### src/rtl/p_div_pow2_pipe.sv
// Per-lane signed/unsigned divide by 2^shamt with floor/round-half-up/ceil, then clamp to the output format.
// Latency 2 cycles, 1 transfer/cycle; the whole pipe stalls when out_valid && !out_ready.
// Optional P_DIV_POW2_PIPE_STATS_EN adds sat_cnt, a count of output transfers with any lane saturated.
package p_div_pow2_pipe_pkg;
   typedef enum logic [1:0] {INT = 2'd0, FIXED = 2'd1} dtype_e;
   typedef struct packed {
      dtype_e     dtype;
      logic       sign;
      logic [7:0] prec;
      logic [7:0] frac;
   } dconf_t;
endpackage

module p_div_pow2_pipe
   import p_div_pow2_pipe_pkg::*;
#(
   parameter int     LANES     = 4,
   parameter dconf_t I_CONF    = '{dtype: INT, sign: 1'b1, prec: 8'd8, frac: 8'd0},
   parameter dconf_t O_CONF    = '{dtype: INT, sign: 1'b1, prec: 8'd8, frac: 8'd0},
   parameter int     MAX_SHIFT = 7,
   localparam int    I_PREC    = int'(I_CONF.prec),
   localparam int    O_PREC    = int'(O_CONF.prec),
   localparam int    SHW       = $clog2(MAX_SHIFT + 1)
) (
   input  logic                         clk,
   input  logic                         reset,
   input  logic                         in_valid,
   output logic                         in_ready,
   input  logic [LANES*I_PREC-1:0]      in_data,
   input  logic [SHW-1:0]               in_shamt,
   input  logic [1:0]                   in_mode,
   output logic                         out_valid,
   input  logic                         out_ready,
   output logic [LANES*O_PREC-1:0]      out_data,
   output logic [LANES*MAX_SHIFT-1:0]   out_rem,
   output logic [LANES-1:0]             out_sat
`ifdef P_DIV_POW2_PIPE_STATS_EN
   ,
   output logic [15:0]                  sat_cnt
`endif
);

   localparam int FD   = int'(I_CONF.frac) - int'(O_CONF.frac);
   localparam int SMAX = MAX_SHIFT + FD;
   localparam int XW   = I_PREC + SMAX + 1;
   localparam int QW   = I_PREC + 1;
   localparam int CW   = ((QW > O_PREC + 1) ? QW : O_PREC + 1) + 1;

   localparam logic [XW-1:0]        ONE_X = XW'(1);
   localparam logic signed [CW-1:0] ONE_C = CW'(1);
   localparam logic signed [CW-1:0] OMAX  = O_CONF.sign ? (ONE_C <<< (O_PREC - 1)) - ONE_C
                                                        : (ONE_C <<< O_PREC) - ONE_C;
   localparam logic signed [CW-1:0] OMIN  = O_CONF.sign ? -(ONE_C <<< (O_PREC - 1)) : '0;

   if (I_CONF.dtype != O_CONF.dtype || I_CONF.frac < O_CONF.frac) begin : g_conf_err
      $error("p_div_pow2_pipe: I_CONF/O_CONF dtype mismatch or output has more fraction bits");
   end

   logic s1_valid;

   assign in_ready = !out_valid || out_ready;

   always_ff @(posedge clk) begin
      if (reset) begin
         s1_valid  <= 1'b0;
         out_valid <= 1'b0;
      end else if (in_ready) begin
         s1_valid  <= in_valid;
         out_valid <= s1_valid;
      end
   end

   for (genvar l = 0; l < LANES; l++) begin : g_lane
      logic [I_PREC-1:0]      lane_in;
      logic                   sbit;
      logic signed [XW-1:0]   ext;
      logic [XW-1:0]          drop;
      logic signed [QW-1:0]   q_n;
      logic signed [QW-1:0]   q1;
      logic                   half;
      logic                   inc_n;
      logic                   inc1;
      logic [MAX_SHIFT-1:0]   rem1;
      logic [MAX_SHIFT-1:0]   rem2;
      logic signed [CW-1:0]   r;
      logic                   sat_hi;
      logic                   sat_lo;
      logic                   sat2;
      logic [O_PREC-1:0]      dat2;
      int                     eff;

      assign lane_in = in_data[l*I_PREC +: I_PREC];
      assign sbit    = I_CONF.sign & lane_in[I_PREC-1];

      // Unsigned lanes get a zero top bit, so one arithmetic shift covers both formats.
      always_comb begin
         ext   = {{(XW-I_PREC){sbit}}, lane_in};
         eff   = int'(in_shamt) + FD;
         drop  = ext & ((ONE_X << eff) - ONE_X);
         half  = (eff > 0) ? |(drop & (ONE_X << (eff - 1))) : 1'b0;
         q_n   = QW'(ext >>> eff);
         case (in_mode)
            2'd1:    inc_n = half;
            2'd2:    inc_n = |drop;
            default: inc_n = 1'b0;
         endcase
      end

      assign r      = CW'(q1) + CW'($signed({1'b0, inc1}));
      assign sat_hi = (r > OMAX);
      assign sat_lo = (r < OMIN);

      always_ff @(posedge clk) begin
         if (reset) begin
            q1   <= '0;
            inc1 <= 1'b0;
            rem1 <= '0;
            dat2 <= '0;
            rem2 <= '0;
            sat2 <= 1'b0;
         end else if (in_ready) begin
            q1   <= q_n;
            inc1 <= inc_n;
            rem1 <= drop[MAX_SHIFT-1:0];
            dat2 <= sat_hi ? OMAX[O_PREC-1:0] : (sat_lo ? OMIN[O_PREC-1:0] : r[O_PREC-1:0]);
            rem2 <= rem1;
            sat2 <= sat_hi | sat_lo;
         end
      end

      assign out_data[l*O_PREC +: O_PREC]       = dat2;
      assign out_rem[l*MAX_SHIFT +: MAX_SHIFT] = rem2;
      assign out_sat[l]                        = sat2;
   end

`ifdef P_DIV_POW2_PIPE_STATS_EN
   always_ff @(posedge clk) begin
      if (reset) begin
         sat_cnt <= '0;
      end else if (out_valid && out_ready && (|out_sat) && (sat_cnt != 16'hFFFF)) begin
         sat_cnt <= sat_cnt + 16'd1;
      end
   end
`endif

endmodule

### config.mk
export PLATFORM = sky130hd
export DESIGN_NAME = p_div_pow2_pipe
export DESIGN_NICKNAME = d
export VERILOG_FILES = /design/src/rtl/p_div_pow2_pipe.sv
export SDC_FILE = /design/constraint.sdc
export NUM_CORES = 1
export LEC_CHECK = 0
export ABC_AREA = 0
export CAP_MARGIN = 20
export CELL_PAD_IN_SITES_DETAIL_PLACEMENT = 0
export CELL_PAD_IN_SITES_GLOBAL_PLACEMENT = 1
export CORE_MARGIN = 1.5
export CORE_UTILIZATION = 39
export DETAILED_ROUTE_END_ITERATION = 10
export GPL_TIMING_DRIVEN = 0
export PLACE_DENSITY = 0.91
export SYNTH_ARGS = -nofsm -noshare
export SYNTH_HDL_FRONTEND = slang
export SYNTH_SLANG_ARGS = --single-unit
export TNS_END_PERCENT = 100
### constraint.sdc
create_clock -name clk -period 3.75 [get_ports clk]
set_input_delay 0.375 -clock clk [delete_from_list [all_inputs] [get_ports clk]]
set_output_delay 0.375 -clock clk [all_outputs]
set_load 0.03 [all_outputs]
==> impl_metrics.tcl <==
set metrics [dict create \
    synthCells 831 \
    final_nets 1013 \
    fin_cells 1187 \
    critPathMaxFanout 11 \
    grt_usage 0.254 \
    total_switching_power_w 0.00109 \
    endpoint_type_of_the_worst_setup_path "flip-flop" \
    timing.hold.worst_endpoint "g_lane[0].dat2[7]" \
    crit_type "in -> reg" \
    cp.arrival_ns 3.95 \
    drt_iter0_markers 521 \
    mappedNetlistNets 889 \
    cts_tree "built" \
    finalWorstPathRequiredPeriod_ns 3.63 \
    detail-route-antenna-nets 0 \
    achievable-frequency_mhz 275 \
    pwr_density_cell_nw_per_um2 479 \
    outcome "finished clean" \
    std_cell_rows 47 \
    max-cap-violations 0 \
    hold_violations 0 \
    via_count 6598 \
    first_pass_grt_wire_length_um 34400 \
    period_share 0.968 \
    floorplan.die.height_um 132 \
    antenna_cells_inserted 0 \
    crit_family "buffers and inverters" \
    timing.reg2reg.worst_path_depth 7 \
    cell_area_after_placement_um2 7840 \
    rsz0062_at_grt "no" \
    die_area_um2 17500 \
    regToRegEndpoint "g_lane[0].rem1[4]" \
    max-slew-margin-rel 0.490 \
    power.ir.vdd_worst_v 0.000351 \
    synth_area_per_cell_um2 7.83 \
    timing.critical_path.mode_cell "sky130_fd_sc_hd__ha_1" \
    core_area_um2 16400 \
    route.detailed.drc 0 \
    synth_to_final_area_change_pct 31.1 \
    cts.reportedPaths.clkPinSlew_ns 0.06 \
    yosys.area.top_type "sky130_fd_sc_hd__dfxtp_1" \
    ys_warn_count 0 \
    routed_wirelength_normalized_by_instance_count_um 18.6 \
    critical_path_buffers_and_inverters 5 \
    share_of_post_route_cells_with_drive_strength_above_1 0.0558 \
    power_report.internal_total_w 0.00299 \
    vias_in_the_first_global_route 6341 \
    slowest_stage "sky130_fd_sc_hd__clkdlybuf4s50_1" \
    clkPwrFrac 0.459 \
    synth-seq-cells 130 \
    seq_power_share 0.377 \
    place_congestion 0.954 \
    buffer_ports.inserted 105 \
    finish.utilization 0.520 \
    post_synth_num_cell_types 52 \
    ioPinCount 107 \
    netSwitchingFraction 0.266 \
    grt_overflow_total 0 \
    cell_area_synth_um2 6500 \
    mostFrequentLayoutCell "sky130_fd_sc_hd__nand2_1" \
    antenna_violations_before_repair 0 \
    maximum_number_of_pins_on_one_net_before_global_route_repair 17 \
    rrSetupSlack_ns 1.29 \
    worst_clock_skew_ns 0.0178 \
    mostFrequentLayoutCells "sky130_fd_sc_hd__nand2_1 (150), sky130_fd_sc_hd__dfxtp_1 (130), sky130_fd_sc_hd__clkdlybuf4s50_1 (105)" \
    synth_edf_count 0 \
    holdCritStartpoint "g_lane[0].dat2[7]" \
    min_delay_path_depth 2 \
    leak_nw 3.30 \
    crit_chain "clkdlybuf4s50_1 > clkbuf_1 > clkbuf_2 > inv_1 > ha_1 > buf_6 > or2b_2 > ha_1 > nor3b_1 > xor2_1 > and3_1 > a222oi_1 > a31oi_1 > a211o_1" \
    initial_core_util 0.396 \
    cts-buffers-inserted 17 \
    clock-sinks 130 \
    setup-tns-final_ns 0 \
    reg2reg_from "out_valid" \
    ctsLongestPathBuffers 2 \
    worst_slew_pin_slew_ns 0.762 \
    detail_route.first_pass.iterations 7 \
    min_path_type "reg -> reg" \
    final.fill_count 1594 \
    async_flop_share 0 \
    hpwl_um 16100 \
    dieWidth_um 132 \
    worstSkewPairLatency_ns 0.43 \
    cp_slowest_stage_delay_ns 0.50 \
    synth_sequential_area_ratio 0.400 \
    critical_path_required_ns 4.07 \
    timing.final.max_slew_violations 0 \
    worst_setup_path_start_kind "input pin" \
    routed_via_density 5.56 \
    cts.htree.levels 4 \
    comb_power_share 0.163 \
    ys_dominant_reg_cell "sky130_fd_sc_hd__dfxtp_1" \
    drt-total-wl_um 22100 \
    design_power_total_w 0.00408 \
    clockRootBuffer "sky130_fd_sc_hd__clkbuf_16" \
    finish.instance_area_um2 8530 \
    synth_top_cells_by_area "sky130_fd_sc_hd__dfxtp_1 (40%), sky130_fd_sc_hd__nand2_1 (8.7%), sky130_fd_sc_hd__a21oi_1 (7.2%)" \
    synth_top_cell_area_share 0.400 \
    setup_violations 0 \
    place.detailed.instances 1157 \
]
==> worst min-delay path, stage by stage, from the launching register on <==
cell and delay [ns]:
sky130_fd_sc_hd__dfxtp_1 0.30, sky130_fd_sc_hd__nand2_1 0.05, sky130_fd_sc_hd__a21oi_1 0.05
==> kinds of logic (layout without fill, tap and decap cells) <==
logic type               Yosys count  in the layout  synth area share
AO/OA/AOI/OAI                    221            221             0.220
XOR/XNOR                          22             22            0.0296
adder cells (fa/ha/maj)           17             17            0.0327
buffers and inverters             73            209            0.0471
flip-flops                       130            130             0.400
multiplexers                      33             33            0.0518
AND/OR/NAND/NOR                  335            335             0.219
==> stage by stage <==
step | setup WS [ns] | hold WS (ns)
3_3_place_gp | -1.21 | 0.440
5_1_grt | 0.0112 | 0.466
4_1_cts | 0.0195 | 0.451
6_report | 0.119 | 0.448
3_5_place_dp | -1.12 | 0.443
2_1_floorplan | 0.326 | 0.432
==> state kept, by name (all words and copies together) (netlist names) <==
signal	cells
g_lane.sat2	4
s1_valid	1
g_lane.q1	32
g_lane.rem2	28
g_lane.inc1	4
g_lane.dat2	32
g_lane.rem1	28
out_valid	1
==> synthesized netlist by cell type, types with 13 or more instances <==
master                     number
sky130_fd_sc_hd__nand2_1      150
sky130_fd_sc_hd__dfxtp_1      130
sky130_fd_sc_hd__nor2_1        96
sky130_fd_sc_hd__a21oi_1       93
sky130_fd_sc_hd__clkbuf_1      51
sky130_fd_sc_hd__nand3_1       44
sky130_fd_sc_hd__a211oi_1      34
sky130_fd_sc_hd__mux2i_1       28
sky130_fd_sc_hd__ha_1          17
sky130_fd_sc_hd__nor3_1        14
sky130_fd_sc_hd__xnor2_1       14
sky130_fd_sc_hd__o21ai_0       13
==> power groups by stage <==
stage / combinational, W / sequential [W] / clock, W
2_1_floorplan: 0.000321 / 0.00162 / 0
3_3_place_gp: 0.000647 / 0.00157 / 0
3_5_place_dp: 0.000649 / 0.00157 / 0
4_1_cts: 0.000657 / 0.00154 / 0.00189
5_1_grt: 0.000713 / 0.00155 / 0.00195
6_report: 0.000666 / 0.00154 / 0.00188
==> per-layer routing <==
metal  track usage  share of wire  vias to the layer above  routed length, µm
met4         0.114          0.032                        0                712
li1              -              -                     3196                  -
met1         0.334           0.45                     3076              10000
met3        0.0542          0.071                       53               1560
met5             0              0                        -                  0
met2         0.401           0.44                      273               9820
==> worst max path at each step <==
| stage | startpoint | endpoint | slack (ns) | cells past startpoint |
|---|---|---|---|---|
| finish | in_shamt[0] | g_lane[3].inc1 | 0.12 | 14 |
| floorplan | in_shamt[1] | g_lane[0].inc1 | 0.33 | 15 |
| CTS | in_shamt[1] | g_lane[1].inc1 | 0.02 | 14 |
| global route | in_shamt[0] | g_lane[0].inc1 | 0.01 | 14 |
| detailed placement | in_shamt[1] | g_lane[1].inc1 | -1.12 | 16 |
| global placement | in_shamt[1] | g_lane[1].inc1 | -1.21 | 16 |
==> layout make-up <==
class | instances | area [µm²] | share of cell area
clock buffers | 21 | 450 | 0.0528
repair buffers | 107 | 1070 | 0.125
clock inverters | 10 | 206 | 0.0242
inverters | 9 | 37.5 | 0.00440
multi-input cells | 628 | 3610 | 0.424
plain buffers | 62 | 269 | 0.0316
flip-flops and latches | 130 | 2600 | 0.305
well taps | 220 | 275 | 0.0323
==> what timing repair did <==
item | 4_1_cts | 5_1_grt
cloned | 0 | 0
resized for setup | 4 | 6
endpoints found under the setup margin | 16 | 8
pin swaps | 0 | 0
buffers inserted | 1 | 0
hold buffers | 0 | 0
No activity file was read; power rests on OpenSTA's default activity.
